[src/rtl/sw_pkg.sv]
// Shared types and constants for the stopwatch controller.
// Holds the state encoding, the count width and the default timing constants.
package sw_pkg;

    typedef enum logic [1:0] {
        IDLE  = 2'd0,
        RUN   = 2'd1,
        PAUSE = 2'd2,
        DONE  = 2'd3
    } sw_state_t;

    localparam int VAL_W         = 16;
    localparam int CNT_FULL_DEF  = 100_000_000;
    localparam int DB_CYCLES_DEF = 1_000_000;

endpackage

[src/rtl/stopwatch_ctrl_if.sv]
// Button inputs and display/status outputs of the stopwatch controller.
// The master drives the raw buttons; the slave (the controller) drives the rest.
interface stopwatch_ctrl_if;

    logic                     BTN_SS;
    logic                     BTN_CLR;
    logic [sw_pkg::VAL_W-1:0] VAL;
    logic [sw_pkg::VAL_W-1:0] DISP;
    logic                     RUN;
    logic                     TICK;
    logic                     DONE;
    logic                     LAP;

    modport master (
        output BTN_SS, BTN_CLR,
        input  VAL, DISP, RUN, TICK, DONE, LAP
    );

    modport slave (
        input  BTN_SS, BTN_CLR,
        output VAL, DISP, RUN, TICK, DONE, LAP
    );

endinterface

[src/rtl/btn_debounce.sv]
// Synchronise and debounce one raw button; PRESS pulses once per accepted press.
// Raw high first sampled to PRESS: DB_CYCLES+3 cycles; no backpressure.
module btn_debounce
    import sw_pkg::*;
#(
    parameter int DB_CYCLES = DB_CYCLES_DEF
) (
    input  logic CLK,
    input  logic RST_N,
    input  logic BTN,
    output logic LEVEL,
    output logic PRESS
);

    localparam int DB_W = $clog2(DB_CYCLES + 1);
    localparam logic [DB_W-1:0] DB_LAST = DB_W'(DB_CYCLES);

    logic            r_sync1;
    logic            r_sync2;
    logic            r_level;
    logic            r_level_q;
    logic            r_press;
    logic [DB_W-1:0] r_db;

    always_ff @(posedge CLK) begin
        if (!RST_N) begin
            r_sync1   <= 1'b0;
            r_sync2   <= 1'b0;
            r_level   <= 1'b0;
            r_level_q <= 1'b0;
            r_press   <= 1'b0;
            r_db      <= '0;
        end else begin
            r_sync1   <= BTN;
            r_sync2   <= r_sync1;
            r_level_q <= r_level;
            r_press   <= r_level & ~r_level_q;
            // Any return to the accepted level restarts the stability window.
            if (r_sync2 != r_level) begin
                if (r_db == DB_LAST) begin
                    r_level <= r_sync2;
                    r_db    <= '0;
                end else begin
                    r_db    <= r_db + 1'b1;
                end
            end else begin
                r_db <= '0;
            end
        end
    end

    assign LEVEL = r_level;
    assign PRESS = r_press;

endmodule

[src/rtl/stopwatch_ctrl.sv]
// Start/pause/clear stopwatch: debounced buttons, tick prescaler, 16-bit count.
// Outputs registered, button to state change DB_CYCLES+4 cycles; lap freeze with STOPWATCH_LAP_EN.
module stopwatch_ctrl
    import sw_pkg::*;
#(
    parameter int               CNT_FULL  = CNT_FULL_DEF,
    parameter int               DB_CYCLES = DB_CYCLES_DEF,
    parameter logic [VAL_W-1:0] VAL_MAX   = 16'hFFFF
) (
    input  logic             CLK,
    input  logic             RST_N,
    stopwatch_ctrl_if.slave  SW
);

    localparam int PRE_W = $clog2(CNT_FULL);
    localparam logic [PRE_W-1:0] PRE_LAST = PRE_W'(CNT_FULL - 1);

    sw_state_t        r_state;
    logic [VAL_W-1:0] r_val;
    logic [VAL_W-1:0] r_disp;
    logic [PRE_W-1:0] r_pre;
    logic             r_run;
    logic             r_tick;
    logic             r_done;

    logic             w_ss_press;
    logic             w_clr_press;
    logic             w_ss_go;
    logic             w_tick_due;
    logic             w_hit_max;
    logic [VAL_W-1:0] w_val_inc;
    logic [VAL_W-1:0] w_disp_nxt;

    btn_debounce #(.DB_CYCLES(DB_CYCLES)) u_db_ss (
        .CLK   (CLK),
        .RST_N (RST_N),
        .BTN   (SW.BTN_SS),
        .LEVEL (),
        .PRESS (w_ss_press)
    );

    btn_debounce #(.DB_CYCLES(DB_CYCLES)) u_db_clr (
        .CLK   (CLK),
        .RST_N (RST_N),
        .BTN   (SW.BTN_CLR),
        .LEVEL (),
        .PRESS (w_clr_press)
    );

    // CLR wins a same-cycle collision with SS in every state.
    assign w_ss_go    = w_ss_press & ~w_clr_press;
    assign w_tick_due = (r_state == RUN) && (r_pre == PRE_LAST);
    assign w_val_inc  = r_val + 1'b1;
    assign w_hit_max  = w_tick_due && (w_val_inc == VAL_MAX);

    always_ff @(posedge CLK) begin
        if (!RST_N) begin
            r_state <= IDLE;
            r_val   <= '0;
            r_disp  <= '0;
            r_pre   <= '0;
            r_run   <= 1'b0;
            r_tick  <= 1'b0;
            r_done  <= 1'b0;
        end else begin
            r_tick <= 1'b0;
            r_disp <= w_disp_nxt;
            case (r_state)
                IDLE: begin
                    if (w_ss_go) begin
                        r_state <= RUN;
                        r_pre   <= '0;
                        r_run   <= 1'b1;
                    end
                end
                RUN: begin
                    // The pausing edge holds PRE so a resume keeps the partial period.
                    if (w_tick_due) begin
                        r_pre  <= '0;
                        r_val  <= w_val_inc;
                        r_tick <= 1'b1;
                    end else if (!w_ss_go) begin
                        r_pre <= r_pre + 1'b1;
                    end
                    if (w_hit_max) begin
                        r_state <= DONE;
                        r_run   <= 1'b0;
                        r_done  <= 1'b1;
                    end else if (w_ss_go) begin
                        r_state <= PAUSE;
                        r_run   <= 1'b0;
                    end
                end
                PAUSE: begin
                    if (w_clr_press) begin
                        r_state <= IDLE;
                        r_val   <= '0;
                        r_pre   <= '0;
                    end else if (w_ss_go) begin
                        r_state <= RUN;
                        r_run   <= 1'b1;
                    end
                end
                DONE: begin
                    if (w_clr_press) begin
                        r_state <= IDLE;
                        r_val   <= '0;
                        r_pre   <= '0;
                        r_done  <= 1'b0;
                    end
                end
                default: r_state <= IDLE;
            endcase
        end
    end

`ifdef STOPWATCH_LAP_EN
    logic             r_lap;
    logic [VAL_W-1:0] r_lap_val;

    always_ff @(posedge CLK) begin
        if (!RST_N) begin
            r_lap     <= 1'b0;
            r_lap_val <= '0;
        end else if (w_clr_press && (r_state == RUN)) begin
            r_lap <= ~r_lap;
            if (!r_lap) begin
                r_lap_val <= r_val;
            end
        end else if (w_clr_press && ((r_state == PAUSE) || (r_state == DONE))) begin
            r_lap     <= 1'b0;
            r_lap_val <= '0;
        end
    end

    assign w_disp_nxt = r_lap ? r_lap_val : r_val;
    assign SW.LAP     = r_lap;
`else
    assign w_disp_nxt = r_val;
    assign SW.LAP     = 1'b0;
`endif

    assign SW.VAL  = r_val;
    assign SW.DISP = r_disp;
    assign SW.RUN  = r_run;
    assign SW.TICK = r_tick;
    assign SW.DONE = r_done;

endmodule

[src/flat_wrapper.sv]
// flat-port wrapper written by rule: the top's interface ports become plain ports
module stopwatch_ctrl_flat import sw_pkg::*;
#(
    parameter int               CNT_FULL  = CNT_FULL_DEF,
    parameter int               DB_CYCLES = DB_CYCLES_DEF,
    parameter logic [VAL_W-1:0] VAL_MAX   = 16'hFFFF
)
  (CLK, RST_N, SW_BTN_SS, SW_BTN_CLR, SW_VAL, SW_DISP, SW_RUN, SW_TICK, SW_DONE, SW_LAP);
  stopwatch_ctrl_if SW_i ();
  input  logic CLK;
  input  logic RST_N;
  input wire logic [$bits(SW_i.BTN_SS)-1:0] SW_BTN_SS;
  input wire logic [$bits(SW_i.BTN_CLR)-1:0] SW_BTN_CLR;
  output wire logic [$bits(SW_i.VAL)-1:0] SW_VAL;
  output wire logic [$bits(SW_i.DISP)-1:0] SW_DISP;
  output wire logic [$bits(SW_i.RUN)-1:0] SW_RUN;
  output wire logic [$bits(SW_i.TICK)-1:0] SW_TICK;
  output wire logic [$bits(SW_i.DONE)-1:0] SW_DONE;
  output wire logic [$bits(SW_i.LAP)-1:0] SW_LAP;
  assign SW_i.BTN_SS = SW_BTN_SS;
  assign SW_i.BTN_CLR = SW_BTN_CLR;
  assign SW_VAL = SW_i.VAL;
  assign SW_DISP = SW_i.DISP;
  assign SW_RUN = SW_i.RUN;
  assign SW_TICK = SW_i.TICK;
  assign SW_DONE = SW_i.DONE;
  assign SW_LAP = SW_i.LAP;
  stopwatch_ctrl #(.CNT_FULL(CNT_FULL), .DB_CYCLES(DB_CYCLES), .VAL_MAX(VAL_MAX)) u_core (.CLK(CLK), .RST_N(RST_N), .SW(SW_i));
endmodule
[config.mk]
export PLATFORM = sky130hd
export DESIGN_NAME = stopwatch_ctrl_flat
export DESIGN_NICKNAME = d
export VERILOG_FILES = /design/src/rtl/sw_pkg.sv /design/src/rtl/stopwatch_ctrl_if.sv /design/src/rtl/btn_debounce.sv /design/src/rtl/stopwatch_ctrl.sv /design/src/flat_wrapper.sv
export SDC_FILE = /design/constraint.sdc
export NUM_CORES = 1
export LEC_CHECK = 0
export CORE_MARGIN = 3
export CORE_UTILIZATION = 63
export CTS_CLUSTER_SIZE = 24
export DETAILED_ROUTE_END_ITERATION = 8
export PLACE_DENSITY_LB_ADDON = 0.25
export SLEW_MARGIN = 20
export SYNTH_ARGS = -nofsm -noshare
export SYNTH_HDL_FRONTEND = slang
export SYNTH_SLANG_ARGS = --single-unit
[constraint.sdc]
create_clock -name CLK -period 7.2 [get_ports CLK]
set_input_delay 1.8 -clock CLK [delete_from_list [all_inputs] [get_ports CLK]]
set_output_delay 1.8 -clock CLK [all_outputs]
set_load 0.01 [all_outputs]
== Yosys cells after proc, flatten, opt, wreduce, memory -nomap -nowiden ==
Index checks and enable logic that the tools add are counted.

* Add/subtract/negate cells: 4
* Eq/ne operators: 17
* Multiplexer cells: 23
* Bitwise operators: 9
* Reduce and logical (&&, ||, !) cells: 17

{| class="wikitable"
|+ Operators with widths
! operator !! count
|-
| 2-to-1 mux 27 bit || 4
|-
| one-hot mux 27 bit (3 select lines) || 1
|-
| adder 20 x 1 -> 20 bit (second input constant) || 2
|-
| equality test 20 bit (second input constant) || 2
|-
| 2-to-1 mux 16 bit || 2
|-
| one-hot mux 16 bit (2 select lines) || 1
|-
| adder 27 x 1 -> 27 bit (second input constant) || 1
|-
| equality test 27 bit (second input constant) || 1
|-
| adder 16 x 1 -> 16 bit (second input constant) || 1
|-
| equality test 16 bit (second input constant) || 1
|-
| AND reduction 3 bit || 4
|-
| 2-to-1 mux 2 bit || 5
|-
| != test 2 x 1 -> 1 bit (second input constant) || 4
|-
| one-hot mux 2 bit (4 select lines) || 1
|-
| AND reduction 2 bit || 4
|-
| 2-to-1 mux 1 bit || 7
|-
| inverter 1 bit || 6
|-
| OR reduction 3 bit || 2
|-
| equality test 2 bit (second input constant) || 2
|-
| != test 2 bit (second input constant) || 2
|-
| nonzero test 2 bit || 2
|-
| bitwise AND 1 bit || 3
|-
| != test 3 x 1 -> 1 bit (second input constant) || 1
|-
| != test 3 bit (second input constant) || 1
|-
| 8 further kinds || 10
|}

* Register bits: 114
* Input port bits: 4
* Output and inout port bits: 36

== Depth between registers and ports, before layout ==
Gate-level depths: netlist of the first run.

* Word-level depth: 5
* Gate-level depth with buffers: 8

== By module ==
Synthesis of the first run repeated with hierarchy kept, for this count alone.

* Cells, all modules: 615
* Area, all modules: 5337.6 um^2

{| class="wikitable"
|+ Modules (own cells, without submodules)
! module !! times used !! cells each !! area an instance (um^2)
|-
| stopwatch_ctrl || 1 || 369 || 3128.0
|-
| btn_debounce || 2 || 123 || 1104.8
|}

== Worst setup path after synthesis of the first run ==
OpenSTA, ideal clock, no wires.

* Path kind: input-to-reg
* From: in RST_N
* To: reg u_core.r_val[4] (netlist: u_core.SW.VAL[4])
* Library setup time: 129 ps
* Arrival: 2741 ps
* Required time: 7071 ps
* Slack: 4331 ps
* Cell stages on the path: 7
* Path buffers: 2
* Cells stage by stage: buf_6 -> and2_1 -> nand4_1 -> clkbuf_1 -> nor2_1 -> o21ai_0 -> o31ai_1

{| class="wikitable"
|+ RTL lines
! element !! RTL line !! source
|-
| start, declared || flat_wrapper.sv:11 || <nowiki>input logic RST_N;</nowiki>
|-
| end signal, assigned || stopwatch_ctrl.sv:80 || <nowiki>r_val <= w_val_inc;</nowiki>
|-
| end, declared || stopwatch_ctrl.sv:19 || <nowiki>logic [VAL_W-1:0] r_val;</nowiki>
|}

==> impl_metrics.csv, run 1 <==
group,metric,value,unit
timing,finalSetupTns,0,ns
finish,final_cells,750,
synthesis,yosysMostFrequentCell,"dfxtp_1",
global_routing,grt_overflow,0,
timing,finalCriticalPeriod,3.72,ns
worst_setup_path,slowest_stage,"nand4_1",
cts,cts_tree,"done",
global_routing,grt_first_pass_wirelength,19700,µm
outcome,status,"complete, no violations",
worst_setup_path,r2r_cells,7,
timing,fin_skew,0.00697,ns
synthesis,async_flop_share,0,%
cts,cts_buffers,17,
synthesis,synth_edf_count,0,
worst_setup_path,crit_path_end_kind,"flip-flop",
floorplan,die_x,97.2,µm
timing,slew_violations,0,
cts,post_cts_buffers,0,
synthesis,syn_area_per_cell,8.69,µm²
global_routing,grt_use_met3,5.60,%
synthesis,yosysSeqAreaShare,43.5,%
global_routing,met2_usage,40.3,%
synthesis,ys.flop_type,"dfxtp_1",
worst_setup_path,start_kind,"primary input",
timing,finalHoldViolCount,0,
power_and_ir_drop,powerDensity,230,nW/µm²
cts,clock_path_buffers,2,
finish,finalNetCount,647,
worst_setup_path,cp_common_cell,"o21ai_0",
routing,drt_wl_total,11400,µm
routing,drc,0,
routing,num_vias,4539,
synthesis,ys_top_cells_by_count,"dfxtp_1 (114), nor2_1 (74), nand2_1 (42), xor2_1 (40), nand3_1 (33)",
global_routing,busiest_layer,"met2",
floorplan,start_util,66.5,%
placement,place_hpwl,7160,µm
timing,min_period_over_period,51.7,%
routing,ant_nets,0,
placement,gp_congestion,0.863,
routing,drt_iter0_markers,350,
power_and_ir_drop,leakage,2.11,nW
cts,clk_pin_slew_worst_paths,0.05,ns
synthesis,syn-num-nets,614,
job,max-cap-violations,0,
finish,num_antenna_cells,0,
routing,wl_per_cell,15.1,µm
synthesis,netlist.area_leader.share,43.5,%
worst_setup_path,max_stage_delay,0.73,ns
timing,fmax,0.269,GHz
cts,hold_buffers,0,
global_routing,antenna_found_initial,0,
synthesis,synth_area_leaders,"dfxtp_1 (44%), xor2_1 (6.7%), nor2_1 (5.3%)",
synthesis,synth_area,5240,µm²
cts,cts.sinks,114,
synthesis,ys_seq_elements,114,
global_routing,grt_use_total,24.7,%
worst_setup_path,path_class,"primary input to flip-flop",
finish,area_delta_synth_final,17.9,%
floorplan,die_y,97.2,µm
cts,cts_resized,0,
timing,holdWs,0.380,ns
routing,vias_per_cell,6.05,
finish,drive_gt1_share,7.10,%
worst_setup_path,r2r_slack,4.42,ns
floorplan,die_area,9450,µm²
cts,h-tree-depth,4,
timing,setup_violations,0,
worst_setup_path,crit_fanout,37,
global_routing,grt_util_met1,31.3,%
synthesis,yosysWarnings,0,
power_and_ir_drop,report.power.total,1.42,mW
placement,port_buffers,38,
worst_setup_path,worstPathRequired,7.63,ns
synthesis,yosys.area.top_type,"dfxtp_1",
hold_path,worst_hold_path_type,"flip-flop to flip-flop",
worst_setup_path,worstPathCellList,"clkdlybuf4s50_1, buf_4, and2_1, nand4_1, a21oi_1, o21ai_0, o21ai_0",
floorplan,core_area,7890,µm²
floorplan,io_pins,40,
placement,dp.cells,719,
cts,cts_root_buf,"clkbuf_8",
global_routing,grt_pass1_vias,4364,
floorplan,rows,32,
cts,clkLatencyLatePin,0.51,ns
synthesis,synthDistinctLibCells,57,
timing,rsz0062_at_grt,"no",
global_routing,grt_max_degree,38,
routing,dr.pass1.iters,6,
finish,fill_cells,520,
timing,worst_pin_slew,0.989,ns
timing,slew_headroom,34.0,%
synthesis,syn-instance-count,603,
power_and_ir_drop,ir_worst_vdd,0.147,mV
worst_setup_path,critPathArrivalTime,4.15,ns
hold_path,hold_depth,1,
[placed cells by master, fill, tap and decap left out, types with 4 or more instances in the layout]
cell,count
o31ai_1,6
dfxtp_1,114
inv_1,16
or3_1,6
and4_1,7
nor4_1,6
nor2b_1,10
a31oi_1,4
and3_1,11
xor2_1,40
o211ai_1,9
a2111oi_0,4
ha_1,7
xnor2_1,18
clkdlybuf4s50_1,38
nand4_1,24
nor3_1,8
mux2i_1,4
nand3b_1,4
nand2_1,42
a21oi_1,16
nor2_1,74
and2_1,29
o21ai_0,32
clkbuf_16,16
clkinv_2,6
nand3_1,33
or4_1,8
[flip-flops by register name, indices dropped and copies added, names as in the netlist]
name and flops:
u_core.r_pre 27, u_core.u_db_clr.r_db 20, u_core.u_db_ss.r_db 20, u_core.SW.DISP 16
u_core.SW.VAL 16, u_core.r_state 2, u_core.SW.DONE 1, u_core.SW.RUN 1
u_core.SW.TICK 1, u_core.u_db_clr.LEVEL 1, u_core.u_db_clr.PRESS 1, u_core.u_db_clr.r_level_q 1
u_core.u_db_clr.r_sync1 1, u_core.u_db_clr.r_sync2 1, u_core.u_db_ss.LEVEL 1, u_core.u_db_ss.PRESS 1
u_core.u_db_ss.r_level_q 1, u_core.u_db_ss.r_sync1 1, u_core.u_db_ss.r_sync2 1
[cells by family (layout without fill, tap and decap cells)]
family	count (synthesis)	after routing	share of synthesized area (%)
muxes	4	4	0.764
xor gates and xnor gates	58	58	9.69
buffers and inverters	42	87	3.51
DFF	114	114	43.5
adders and majority gates	7	7	1.67
and+or+nand+nor	281	281	28.7
other	1	1	0.0715
AOI/OAI and AO/OA	96	96	12.0
[worst max-delay path: cells and delay by family]
| kind | cells | cell delay (ns) |
|---|---|---|
| and+or+nand+nor | 2 | 0.91 |
| buffers and inverters | 2 | 0.75 |
| AOI/OAI and AO/OA | 3 | 0.66 |
[layout make-up]
type                       count  area [µm²]  share of cell area, %
tap                          102         128                   2.06
timing repair buffer          40         395                   6.40
multi-input combinational    447        2780                   44.9
clock buffer                  20         425                   6.88
sequential                   114        2280                   36.9
inverter                      16        60.1                  0.971
clock inverter                11         115                   1.86
[path summary, 6_finish.rpt]
path | endpoint | startpoint
worst max-delay path | u_core.SW.VAL[5] | RST_N
worst min-delay path | u_core.u_db_ss.PRESS | u_core.u_db_ss.r_level_q
worst max register to register | u_core.SW.VAL[5] | u_core.r_pre[0]
worst min register to register | u_core.u_db_ss.PRESS | u_core.u_db_ss.r_level_q
[metal layers]
| layer | up-vias | wire [µm] |
|---|---|---|
| met3 | 33 | 679 |
| li1 | 2202 | - |
| met2 | 178 | 5400 |
| met1 | 2126 | 5080 |
| met5 | - | 0 |
| met4 | 0 | 199 |
[per-stage QoR]
step | util [%] | worst slack [ns] | area (µm²)
after floorplan | - | 4.33 | 5240
after global placement | 71.5 | 3.17 | 5640
after detailed placement | 71.5 | 3.07 | 5640
after CTS | 78.4 | 3.58 | 6180
after global routing | 78.4 | 3.28 | 6180
final | 78.4 | 3.48 | 6180
[report_power, final]
| group | switching (mW) | internal (mW) |
|---|---|---|
| registers | 0.00130 | 0.633 |
| logic | 0.0107 | 0.00604 |
| clock network | 0.282 | 0.486 |
| total | 0.294 | 1.13 |
Note: power is estimated with default switching activity, not from simulation.
==> inputs of run 2 (changes only) <==
- CORE_UTILIZATION: 63 -> 53
- clock period: 7.2 -> 3.2 ns (I/O delays scaled with it)
==> run 2 against run 1 <==
  * Combinational power grew 140%
  * Final area grew 1.3%
  * Largest cell class unchanged
  * Wire length is 2.7% higher
  * Via count decreased by 1.3%
  * Highest routed layer unchanged
  * Sequential share of layout area shrank 0.49 points
  * Power increased by 130%
  * Worst setup slack worse by 2.9 ns
  * Register-to-register slack worse by 3.8 ns
==> impl_metrics.csv, run 2 (synthesis gave the netlist of run 1 again) <==
group,metric,value,unit
worst_setup_path,crit_path_end_kind,"flip-flop",
outcome,status,"complete, no violations",
finish,largest-register,"u_core.r_pre",
finish,finalNetCount,652,
hold_path,hp-start,"u_core.u_db_clr.r_level_q",
global_routing,grt_overflow,0,
placement,port_buffers,38,
routing,ant_nets,0,
finish,final_cells,783,
timing,slew_headroom,58.2,%
power_and_ir_drop,ir_worst_vdd,0.517,mV
cts,cts_tree,"done",
routing,num_vias,4478,
worst_setup_path,path_class,"flip-flop to flip-flop",
timing,finalSetupTns,0,ns
floorplan,die_y,105,µm
routing,top_layer_used,"met4",
global_routing,grt_max_degree,27,
routing,drc,0,
timing,fmax,0.381,GHz
finish,final_cell_mix,"dfxtp_1 (114), nor2_1 (74), nand2_1 (42)",
worst_setup_path,rr_startpoint,"u_core.r_pre[0]",
placement,dpl_worst_slack,0.591,ns
power_and_ir_drop,powerDensity,511,nW/µm²
routing,dr.pass1.iters,7,
placement,place_hpwl,7690,µm
cts,clkLatencyLatePin,0.52,ns
floorplan,die_area,11100,µm²
timing,holdWs,0.397,ns
cts,clk_pin_slew_worst_paths,0.06,ns
job,max-cap-violations,0,
worst_setup_path,worstPathRequired,3.65,ns
routing,drt_iter0_markers,227,
routing,met2_length,5740,µm
worst_setup_path,crit_fanout,5,
routing,wl_per_cell,14.9,µm
floorplan,die_x,105,µm
placement,dp.cells,751,
worst_setup_path,critPathLaunch,"u_core.r_pre[0]",
timing,rsz0062_at_grt,"no",
cts,post_cts_buffers,0,
worst_setup_path,start_kind,"flip-flop",
floorplan,io_pins,40,
placement,gp_congestion,0.870,
cts,clock_path_buffers,2,
timing,finalCriticalPeriod,2.62,ns
timing,setup_violations,0,
cts,cts_buffers,17,
routing,vias_per_cell,5.72,
finish,fill_cells,783,
finish,top_regs,"u_core.r_pre x27, u_core.u_db_clr.r_db x20, u_core.u_db_ss.r_db x20",
finish,final_core_util,66.5,%
timing,worst_pin_slew,0.627,ns
global_routing,grt_pass1_vias,4276,
timing,slew_violations,0,
floorplan,rows,35,
timing,fin_skew,0.00595,ns
finish,largest_reg_flops,27,
global_routing,grt_first_pass_wirelength,20200,µm
finish,layout_commonest_cell,"dfxtp_1",
cts,cts_root_buf,"clkbuf_8",
timing,min_period_over_period,82.0,%
global_routing,antenna_found_initial,0,
routing,drt-met1-wl,5280,µm
routing,wl_met3,490,µm
finish,area_delta_synth_final,19.5,%
finish,drive_gt1_share,8.41,%
cts,cts.sinks,114,
finish,num_antenna_cells,0,
routing,drt_wl_total,11700,µm
hold_path,hold_depth,1,
power_and_ir_drop,leakage,2.13,nW
worst_setup_path,r2r_cells,7,
cts,cts_resized,0,
floorplan,start_util,55.7,%
floorplan,core_area,9420,µm²
hold_path,worst_hold_path_type,"flip-flop to flip-flop",
timing,setup_slack,0.576,ns
cts,h-tree-depth,4,
worst_setup_path,critPathArrivalTime,3.08,ns
timing,finalHoldViolCount,0,
global_routing,grt_use_total,21.9,%
cts,hold_buffers,0,
==> run 2: where the power goes <==
group	switching [mW]	leakage (nW)	internal [mW]	total (mW)
registers	0.00275	0.919	1.42	1.43
logic	0.0246	0.945	0.0160	0.0407
clock network	0.699	0.264	1.03	1.73
==> run 2: critical path, stage by stage, from the launching register on <==
cell and delay (ns):
dfxtp_1 0.36, ha_1 0.29, nand4_2 0.17, nor4_4 0.34, nand4_2 0.13, or4_1 0.56
or4_4 0.57, a21boi_2 0.14
==> run 2: per-stage QoR <==
stage	area, µm²	total power [mW]
after global routing	6260	3.30
after CTS	6260	3.22
after floorplan	5240	1.48
after global placement	5710	1.50
final	6260	3.20
after detailed placement	5710	1.50
==> run 2: final cells by class <==
cell class | count | area [µm²] | share of cell area [%]
clock buffer | 17 | 414 | 6.61
clock inverter | 15 | 138 | 2.20
inverter | 16 | 60.1 | 0.959
multi-input combinational | 447 | 2780 | 44.3
sequential | 114 | 2280 | 36.4
tap | 129 | 161 | 2.58
timing repair buffer | 45 | 433 | 6.91
==> run 2: path summary, 6_finish.rpt <==
kind                                end  slack (ns)
setup reg to reg      u_core.r_state[0]        0.58
setup / recovery      u_core.r_state[0]        0.58
hold reg to reg   u_core.u_db_clr.PRESS        0.40
hold / removal    u_core.u_db_clr.PRESS        0.40
==> run 2: routing by layer <==
layer	up-vias	global-route usage, %
met1	2169	27.4
met2	82	36.8
li1	2213	-
met5	-	0
met3	14	5.57
met4	0	7.50
==> inputs of run 3 (changes only) <==
- clock period: 3.2 -> 2.3 ns (I/O delays scaled with it)
==> run 3 against run 2 <==
  * Via count is 3.7% higher
  * Sequential share of layout area is 2.4 points lower
  * Wire length is 5.7% higher
  * Critical path type unchanged
==> impl_metrics.csv, run 3 (synthesis gave the netlist of run 1 again) <==
group,metric,value,unit
worst_setup_path,critPathBufInv,0,
finish,final_cell_mix,"dfxtp_1 (110), nor2_1 (74), buf_4 (44)",
worst_setup_path,critPathLaunch,"u_core.r_pre[5]",
finish,largest_reg_flops,27,
finish,final_cells,821,
power_and_ir_drop,powerDensity,729,nW/µm²
worst_setup_path,r2r-end,"u_core.r_pre[17]",
power_and_ir_drop,leakage,2.37,nW
finish,final_core_util,71.3,%
global_routing,grt_max_degree,26,
finish,top_regs,"u_core.r_pre x27, u_core.u_db_clr.r_db x20, u_core.u_db_ss.r_db x20",
worst_setup_path,cp_common_cell,"or4_1",
timing,rsz0062_at_grt,"no",
worst_setup_path,crit_end,"u_core.r_pre[17]",
finish,num_antenna_cells,0,
routing,drc,0,
cts,clkLatencyLatePin,0.52,ns
worst_setup_path,r2r_cells,6,
routing,drt_wl_total,12300,µm
worst_setup_path,crit_fanout,7,
cts,hold_buffers,0,
timing,setup_slack,0.0995,ns
global_routing,grt_pass1_vias,4501,
worst_setup_path,path_class,"flip-flop to flip-flop",
floorplan,die_area,11100,µm²
outcome,status,"complete, no violations",
power_and_ir_drop,combPwrFrac,1.2,%
floorplan,core_area,9420,µm²
cts,cts_root_buf,"clkbuf_8",
cts,cts.sinks,114,
worst_setup_path,path_depth,6,
power_and_ir_drop,switching_power,1.01,mW
worst_setup_path,worstPathCellList,"and4_2, and2_1, a31o_2, or4_1, or4_1, a21oi_1",
worst_setup_path,worstPathRequired,2.75,ns
cts,h-tree-depth,4,
timing,slew_headroom,60.2,%
timing,slew_violations,0,
power_and_ir_drop,seqPwrFrac,40.5,%
global_routing,grt_use_total,23.0,%
power_and_ir_drop,p_clk_share,58.2,%
worst_setup_path,slowest_stage,"or4_1",
routing,ant_nets,0,
placement,gp_congestion,0.938,
placement,port_buffers,38,
routing,vias_per_cell,5.65,
routing,dr.pass1.iters,5,
timing,fmax,0.454,GHz
worst_setup_path,critPathArrivalTime,2.65,ns
placement,dp.cells,789,
timing,min_period_over_period,95.7,%
routing,wl_per_cell,15.0,µm
finish,layout_commonest_cell,"dfxtp_1",
floorplan,die_y,105,µm
timing,fin_skew,0.00446,ns
cts,cts_buffers,17,
finish,finalNetCount,690,
finish,largest-register,"u_core.r_pre",
global_routing,grt_overflow,0,
finish,drive_gt1_share,15.3,%
power_and_ir_drop,ir_worst_vdd,0.914,mV
worst_setup_path,start_kind,"flip-flop",
job,max-cap-violations,0,
timing,finalCriticalPeriod,2.20,ns
cts,cts_tree,"done",
worst_setup_path,cp_top_family,"simple AND/OR/NAND/NOR gates",
global_routing,grt_first_pass_wirelength,21100,µm
timing,worst_pin_slew,0.596,ns
cts,clock_path_buffers,2,
floorplan,io_pins,40,
worst_setup_path,crit_path_end_kind,"flip-flop",
floorplan,die_x,105,µm
timing,finalHoldViolCount,0,
global_routing,antenna_found_initial,0,
timing,setup_violations,0,
routing,num_vias,4642,
routing,drt_iter0_markers,292,
placement,place_hpwl,8310,µm
power_and_ir_drop,p_sw_share,20.6,%
worst_setup_path,rr_startpoint,"u_core.r_pre[5]",
floorplan,start_util,55.7,%
worst_setup_path,r2r_slack,0.1,ns
worst_setup_path,max_stage_delay,0.40,ns
power_and_ir_drop,p_int,3.89,mW
hold_path,worst_hold_path_type,"flip-flop to flip-flop",
finish,area_delta_synth_final,28.1,%
cts,clk_pin_slew_worst_paths,0.06,ns
placement,dpl_worst_slack,-0.0990,ns
floorplan,rows,35,
[run 3: layer usage]
| metal | track usage [%] | part of all wire (%) | up-vias |
|---|---|---|---|
| met3 | 6.12 | 4.6 | 28 |
| met4 | 7.03 | 1.8 | 0 |
| met5 | 0 | 0 | - |
| met2 | 38.8 | 49 | 134 |
| met1 | 28.9 | 44 | 2192 |
| li1 | - | - | 2288 |
[run 3: power groups by stage]
stage                     Clock [mW]  Sequential, mW  Combinational [mW]
final                           2.85            1.98              0.0611
after global routing            2.97            1.98              0.0671
after CTS                       2.87            1.98              0.0614
after detailed placement           0            2.03              0.0610
after global placement             0            2.03              0.0600
after floorplan                    0            2.03              0.0363
[run 3: how the worst min path moves through the flow]
stage,startpoint,endpoint,slack (ns),depth (start not counted)
4_1_cts,u_core.u_db_ss.r_level_q,u_core.u_db_ss.PRESS,0.39,1
2_1_floorplan,u_core.u_db_clr.r_level_q,u_core.u_db_clr.PRESS,0.37,1
3_3_place_gp,u_core.u_db_ss.r_level_q,u_core.u_db_ss.PRESS,0.38,1
3_5_place_dp,u_core.u_db_clr.r_level_q,u_core.u_db_clr.PRESS,0.38,1
6_report,u_core.u_db_ss.r_level_q,u_core.u_db_ss.PRESS,0.39,1
5_1_grt,u_core.u_db_ss.r_level_q,u_core.u_db_ss.PRESS,0.39,1
[run 3: layout make-up]
class / count / area, µm²
Clock inverter: 15 / 233
Timing Repair Buffer: 83 / 731
Sequential cell: 114 / 2290
Fill cell: 678 / 2700
Tap cell: 129 / 161
Clock buffer: 17 / 414
Inverter: 16 / 60.1
Multi-Input combinational cell: 447 / 2830
[run 3: metrics by stage]
| step | hold slack (ns) | power [mW] | cell area (µm²) | TNS [ns] |
|---|---|---|---|---|
| finish | 0.387 | 4.90 | 6720 | 0 |
| global route | 0.395 | 5.02 | 6720 | 0 |
| CTS | 0.388 | 4.92 | 6680 | 0 |
| detailed placement | 0.376 | 2.09 | 6030 | -0.235 |
| global placement | 0.376 | 2.09 | 6030 | 0 |
| floorplan | 0.367 | 2.06 | 5260 | 0 |
[run 3: timing repair]
action,in CTS,in global routing
endpoints found under the setup margin,4,16
gates resized for setup,1,11
setup buffers,0,0
pin swaps,4,1
